==> src/rtl/ir_move_transmitter.sv <==
// ir_move_transmitter: serializes a 12-bit move command into a SIRC-style pulse-width
// frame, repeats it REPEATS times, and emits a 40 kHz-modulated IR LED drive.
// Ports: clock, reset (async, active-low), start/move_command in;
//        busy, done, ir_envelope, ir_out out (all registered).
module ir_move_transmitter #(
  parameter int CARRIER_HALF = 338,
  parameter int UNIT_CYCLES  = 16200,
  parameter int START_UNITS  = 4,
  parameter int GAP_UNITS    = 40,
  parameter int REPEATS      = 3
) (
  input  logic        clock,
  input  logic        reset,
  input  logic        start,
  input  logic [11:0] move_command,
  output logic        busy,
  output logic        done,
  output logic        ir_envelope,
  output logic        ir_out
);

  localparam int UW = (UNIT_CYCLES > 1) ? $clog2(UNIT_CYCLES) : 1;
  localparam int MAXU = (GAP_UNITS > START_UNITS) ? GAP_UNITS : START_UNITS;
  localparam int NW = (MAXU > 1) ? $clog2(MAXU + 1) : 1;
  localparam int PW = (CARRIER_HALF > 1) ? $clog2(CARRIER_HALF) : 1;

  localparam logic [UW-1:0] CYC_LAST   = UW'(UNIT_CYCLES - 1);
  localparam logic [PW-1:0] PH_LAST    = PW'(CARRIER_HALF - 1);
  localparam logic [NW-1:0] START_LAST = NW'(START_UNITS - 1);
  localparam logic [NW-1:0] GAP_LAST   = NW'(GAP_UNITS - 1);
  localparam logic [3:0]    REP_LAST   = 4'(REPEATS - 1);

  typedef enum logic [2:0] {
    S_IDLE,
    S_START,
    S_SPACE,
    S_BURST,
    S_GAP,
    S_DONE
  } state_t;

  state_t          state_q, state_d;
  logic [UW-1:0]   cyc_q, cyc_d;
  logic [NW-1:0]   units_q, units_d;
  logic [3:0]      bit_q, bit_d;
  logic [3:0]      rep_q, rep_d;
  logic [11:0]     cmd_q, cmd_d;
  logic [PW-1:0]   ph_q, ph_d;
  logic            car_q, car_d;
  logic            busy_q, busy_d;
  logic            done_q, done_d;
  logic            env_q, env_d;
  logic            ir_q, ir_d;

  logic            cur_bit;
  logic [NW-1:0]   units_last;
  logic            unit_end;
  logic            phase_end;
  logic            counting;

  always_comb begin
    state_d = state_q;
    cyc_d   = cyc_q;
    units_d = units_q;
    bit_d   = bit_q;
    rep_d   = rep_q;
    cmd_d   = cmd_q;

    cur_bit = cmd_q[bit_q];

    unique case (state_q)
      S_START: units_last = START_LAST;
      S_BURST: units_last = cur_bit ? NW'(1) : '0;
      S_GAP:   units_last = GAP_LAST;
      default: units_last = '0;
    endcase

    counting  = (state_q == S_START) || (state_q == S_SPACE) ||
                (state_q == S_BURST) || (state_q == S_GAP);
    unit_end  = (cyc_q == CYC_LAST);
    phase_end = counting && unit_end && (units_q == units_last);

    if (counting) begin
      if (unit_end) begin
        cyc_d   = '0;
        units_d = units_q + NW'(1);
      end else begin
        cyc_d = cyc_q + UW'(1);
      end
    end

    unique case (state_q)
      S_IDLE: begin
        if (start) begin
          state_d = S_START;
          cmd_d   = move_command;
          rep_d   = '0;
          bit_d   = '0;
        end
      end
      S_START: begin
        if (phase_end) begin
          state_d = S_SPACE;
          bit_d   = '0;
        end
      end
      S_SPACE: begin
        if (phase_end) state_d = S_BURST;
      end
      S_BURST: begin
        if (phase_end) begin
          if (bit_q == 4'd11) begin
            state_d = S_GAP;
          end else begin
            state_d = S_SPACE;
            bit_d   = bit_q + 4'd1;
          end
        end
      end
      S_GAP: begin
        if (phase_end) begin
          if (rep_q == REP_LAST) begin
            state_d = S_DONE;
          end else begin
            state_d = S_START;
            rep_d   = rep_q + 4'd1;
          end
        end
      end
      S_DONE: state_d = S_IDLE;
      default: state_d = S_IDLE;
    endcase

    // Each state times itself from zero.
    if (state_d != state_q) begin
      cyc_d   = '0;
      units_d = '0;
    end
  end

  always_comb begin
    busy_d = (state_d == S_START) || (state_d == S_SPACE) ||
             (state_d == S_BURST) || (state_d == S_GAP);
    env_d  = (state_d == S_START) || (state_d == S_BURST);
    done_d = (state_d == S_DONE);

    ph_d  = '0;
    car_d = 1'b1;
    // Carrier restarts high at every burst so each burst opens with light on.
    if (env_d && env_q) begin
      if (ph_q == PH_LAST) begin
        ph_d  = '0;
        car_d = ~car_q;
      end else begin
        ph_d  = ph_q + PW'(1);
        car_d = car_q;
      end
    end
    ir_d = env_d & car_d;
  end

  always_ff @(posedge clock or negedge reset) begin
    if (!reset) begin
      state_q <= S_IDLE;
      cyc_q   <= '0;
      units_q <= '0;
      bit_q   <= '0;
      rep_q   <= '0;
      cmd_q   <= '0;
      ph_q    <= '0;
      car_q   <= 1'b1;
      busy_q  <= 1'b0;
      done_q  <= 1'b0;
      env_q   <= 1'b0;
      ir_q    <= 1'b0;
    end else begin
      state_q <= state_d;
      cyc_q   <= cyc_d;
      units_q <= units_d;
      bit_q   <= bit_d;
      rep_q   <= rep_d;
      cmd_q   <= cmd_d;
      ph_q    <= ph_d;
      car_q   <= car_d;
      busy_q  <= busy_d;
      done_q  <= done_d;
      env_q   <= env_d;
      ir_q    <= ir_d;
    end
  end

  assign busy        = busy_q;
  assign done        = done_q;
  assign ir_envelope = env_q;
  assign ir_out      = ir_q;

endmodule

==> config.mk <==
export PLATFORM = sky130hd
export DESIGN_NAME = ir_move_transmitter
export DESIGN_NICKNAME = d
export VERILOG_FILES = /design/src/rtl/ir_move_transmitter.sv
export SDC_FILE = /design/constraint.sdc
export NUM_CORES = 1
export LEC_CHECK = 0
export ABC_AREA = 1
export ABC_CLOCK_PERIOD_IN_PS = 4200
export CORE_ASPECT_RATIO = 1.4
export CORE_UTILIZATION = 30
export CTS_BUF_LIST = sky130_fd_sc_hd__clkbuf_8
export CTS_CLUSTER_SIZE = 14
export DETAILED_ROUTE_END_ITERATION = 8
export GPL_ROUTABILITY_DRIVEN = 1
export PLACE_DENSITY = 0.58
export SYNTH_ARGS = -nofsm -noshare
export SYNTH_HDL_FRONTEND = slang
export SYNTH_SLANG_ARGS = --single-unit
==> constraint.sdc <==
create_clock -name clock -period 4.2 [get_ports clock]
set_clock_uncertainty 0.2 [all_clocks]
set_input_delay 0.42 -clock clock [delete_from_list [all_inputs] [get_ports clock]]
set_output_delay 0.42 -clock clock [all_outputs]
set_load 0.01 [all_outputs]
==> metrics.md <==
| Metric | Value |
|---|---|
| Cell area after synthesis | `0.00318 mm²` |
| Seq/Total Area, Yosys | `44.9%` |
| GPL Wtd Cong | `0.848` |
| EDFF count, synth | `0` |
| Initial core utilization | `30.8%` |
| All-Layer GR Usage | `12.9%` |
| Synth area leader | `dfrtp_1` |
| Post-DR vias/cell | `4.58` |
| Iter 0 DRT Violations | `95` |
| CP Launch Type | `register` |
| H-tree level count | `3` |
| CTS tree | `yes` |
| Critical-path cell list | `nor2_4 -> nand2_1 -> nand2_2 -> inv_2 -> o21ai_4 -> nand2_4 -> nor2_4 -> nand4_1 -> nand2_1 -> nor3b_2 -> nand3b_1 -> nand2_1 -> inv_1` |
| Max Cap Viol | `0` |
| Asr flop ratio synth | `100%` |
| Setup bufs post-CTS | `0` |
| P_int | `0.851 mW` |
| FP Rows | `44` |
| Unrepaired setup endpoints after global routing | `no` |
| Port Buffers | `18` |
| CP Max Fanout | `8` |
| DR DRC count | `0` |
| Worst-case vdd ir drop | `0.144 mV` |
| Lkg Pwr | `1.74 nW` |
| Final Max Tran Viols | `0` |
| Synthesis-to-finish area growth | `17.2%` |
| Tcrit/Tclk final | `59.7%` |
| Hold_buf cts | `0` |
| Worst path max stage delay | `0.49 ns` |
| Syn Inst Count | `377` |
| Most frequent cells in the layout | `nand2_1, dfrtp_1, inv_1` |
| Vias in the first global route | `2498` |
| Required @ worst endpoint | `4.24 ns` |
| Slew margin rel. | `38.9%` |
| Top cell type's share of synthesized area | `44.0%` |
| Post-DP Area | `0.00353 mm²` |
| Data arrival, critical path | `2.55 ns` |
| Ports | `19` |
| Clock sink count | `57` |
| Diode count | `0` |
| Part of the power in the clock network | `47.9%` |
| Synth warnings | `0` |
| Post-DP HPWL | `4580 µm` |
| Clk buf depth | `2` |
| Sw Share | `22.7%` |
| Worst-Skew Late Latency | `0.35 ns` |
| Final setup violation count | `0` |
| Slowest-stage cell, CP | `dfrtp_1` |
| Layout cells sized above 1 | `17.1%` |
| Commonest non-fill, non-tap cell in the layout | `nand2_1` |
| Synth cell types | `39` |
| CTS Buf Count | `9` |
| Setup CP Type | `reg2reg` |
| Status | `completed` |
| Crit path time final | `2.51 ns` |
| Synth top area cells | `dfrtp_1, nand2_1, inv_1, nand3_1, xor2_1` |
| Yosys reg bits | `57` |
| Final Hold Viols | `0` |
| DRT Pass-1 Iters | `4` |
| Most used DFF post-synth | `dfrtp_1` |
| Mean Syn Cell Area | `8.44 µm²` |
| Mean routed wirelength per cell | `11.3 µm` |
| Slew @ Worst Pin | `0.917 ns` |
| Initial antenna violation count | `0` |
| Pwr/cell area | `295 mW/mm²` |
| Hold crit path type | `in2async` |
| Detailed Route WL | `6160 µm` |
| Max Freq | `0.399 GHz` |
| Clk root buf | `clkbuf_8` |
| Grt total ovfl | `0` |
| Worst R2R Setup Slack | `1.69 ns` |
| Sequential share of power | `49.9%` |
| Reg clk slew, reported paths | `0.07 ns` |
| DIE AREA | `0.0110 mm²` |
| TNS Setup | `0 ns` |
| NumNets Final | `426` |
| CTS resizes | `0` |
| Global-route wire length before repair | `10800 µm` |
| Routed Antenna Nets | `0` |
| Fillers | `1102` |
| Die Width | `89.1 µm` |
| Fin area | `0.00373 mm²` |
| Via count | `2505` |
| Largest net degree at the start of global routing | `42` |
| Die H | `124 µm` |
| Crit path top cell by count | `nand2_1` |
| Synthesized netlist net count | `399` |
| Crit end category | `register` |
| P_sw | `0.249 mW` |
| Combinational power share | `2.2%` |
| Core area | `0.0103 mm²` |
-- worst max-delay path: cells and delay by family, from the launching register on --
family	cells	cell delay, ns
buffers and inverters	2	0.11
AND/OR/NAND/NOR	10	1.46
AO/OA/AOI/OAI	1	0.13
flip-flops	1	0.49
-- state kept, by name, indices dropped and copies added, names as in the netlist --
name,flops
bit_q,4
done,1
ph_q,9
units_q,6
rep_q,4
busy,1
car_q,1
cyc_q,14
ir_envelope,1
ir_out,1
cmd_q,12
state_q,3
-- power groups by stage --
stage	logic, mW	registers (mW)	clock network (mW)
floorplan	0.000282	0.559	0
global placement	0.0251	0.559	0
detailed placement	0.0253	0.559	0
CTS	0.0255	0.549	0.544
global route	0.0277	0.548	0.570
finish	0.0240	0.549	0.527
-- path summary, 6_finish.rpt --
kind                                       from                      to  cells after the start
max reg2reg                state_q[2]$_DFF_PN0_          busy$_DFF_PN0_                     13
min in group clock         cmd_q[8]$_DFFE_PN0P_    cmd_q[8]$_DFFE_PN0P_                      2
min                                       reset       ph_q[6]$_DFF_PN0_                      1
min reg2reg                cmd_q[8]$_DFFE_PN0P_    cmd_q[8]$_DFFE_PN0P_                      2
max in group asynchronous                 reset  units_q[2]$_DFFE_PN0P_                      2
max                        state_q[2]$_DFF_PN0_          busy$_DFF_PN0_                     13
-- kinds of logic (layout without fill, tap and decap cells) --
kind of cell    after synthesis  count (layout)  synth area share, %
flops                        57              57                 44.9
fa+ha+maj                     7               7                 2.75
compound gates               42              42                 8.80
xor+xnor                     21              21                 5.78
buf+inv                      61              93                 7.23
simple gates                189             189                 30.6
-- cell usage after synthesis, types with 3 or more instances --
cell type,instances
nor3_2,5
xor2_1,13
nor2_2,10
nor2_4,3
o21ai_0,16
nand4_1,13
xnor2_1,8
nand3b_1,5
nand3_1,26
nand2_4,4
o22ai_1,4
nand2_1,80
a21oi_1,7
inv_2,16
ha_1,7
inv_1,42
o21ai_1,5
nand2_2,4
dfrtp_1,56
nor3_1,7
nor2_1,24
-- per-layer routing --
layer	vias to the layer above	global-route usage, %	wire [µm]
met5	-	0	0
met4	0	7.74	147
met3	9	3.25	175
met2	38	21.2	3110
met1	1176	15.1	2730
li1	1282	-	-
-- through the flow --
| stage | utilization (%) | hold slack (ns) | instances | worst slack [ns] | power (mW) |
|---|---|---|---|---|---|
| 2_1_floorplan | - | -0.0756 | 377 | 2.01 | 0.560 |
| 4_1_cts | 36.0 | 0.0385 | 547 | 1.67 | 1.12 |
| 3_3_place_gp | 34.1 | 0.271 | 531 | 1.76 | 0.584 |
| 5_1_grt | 36.0 | 0.0804 | 547 | 1.48 | 1.15 |
| 6_report | 36.0 | 0.00807 | 547 | 1.69 | 1.10 |
| 3_5_place_dp | 34.1 | 0.280 | 531 | 1.69 | 0.585 |
-- layout make-up --
class                           instances  area [µm²]  share of cell area [%]
Clock buffer                           10         138                    3.69
Clock inverter                          6        66.3                    1.78
Inverter                               58         218                    5.84
Multi-Input combinational cell        259        1530                    40.9
Sequential cell                        57        1430                    38.3
Tap cell                              138         173                    4.63
Timing Repair Buffer                   19         183                    4.90
Note: power is estimated with default switching activity, not from simulation.
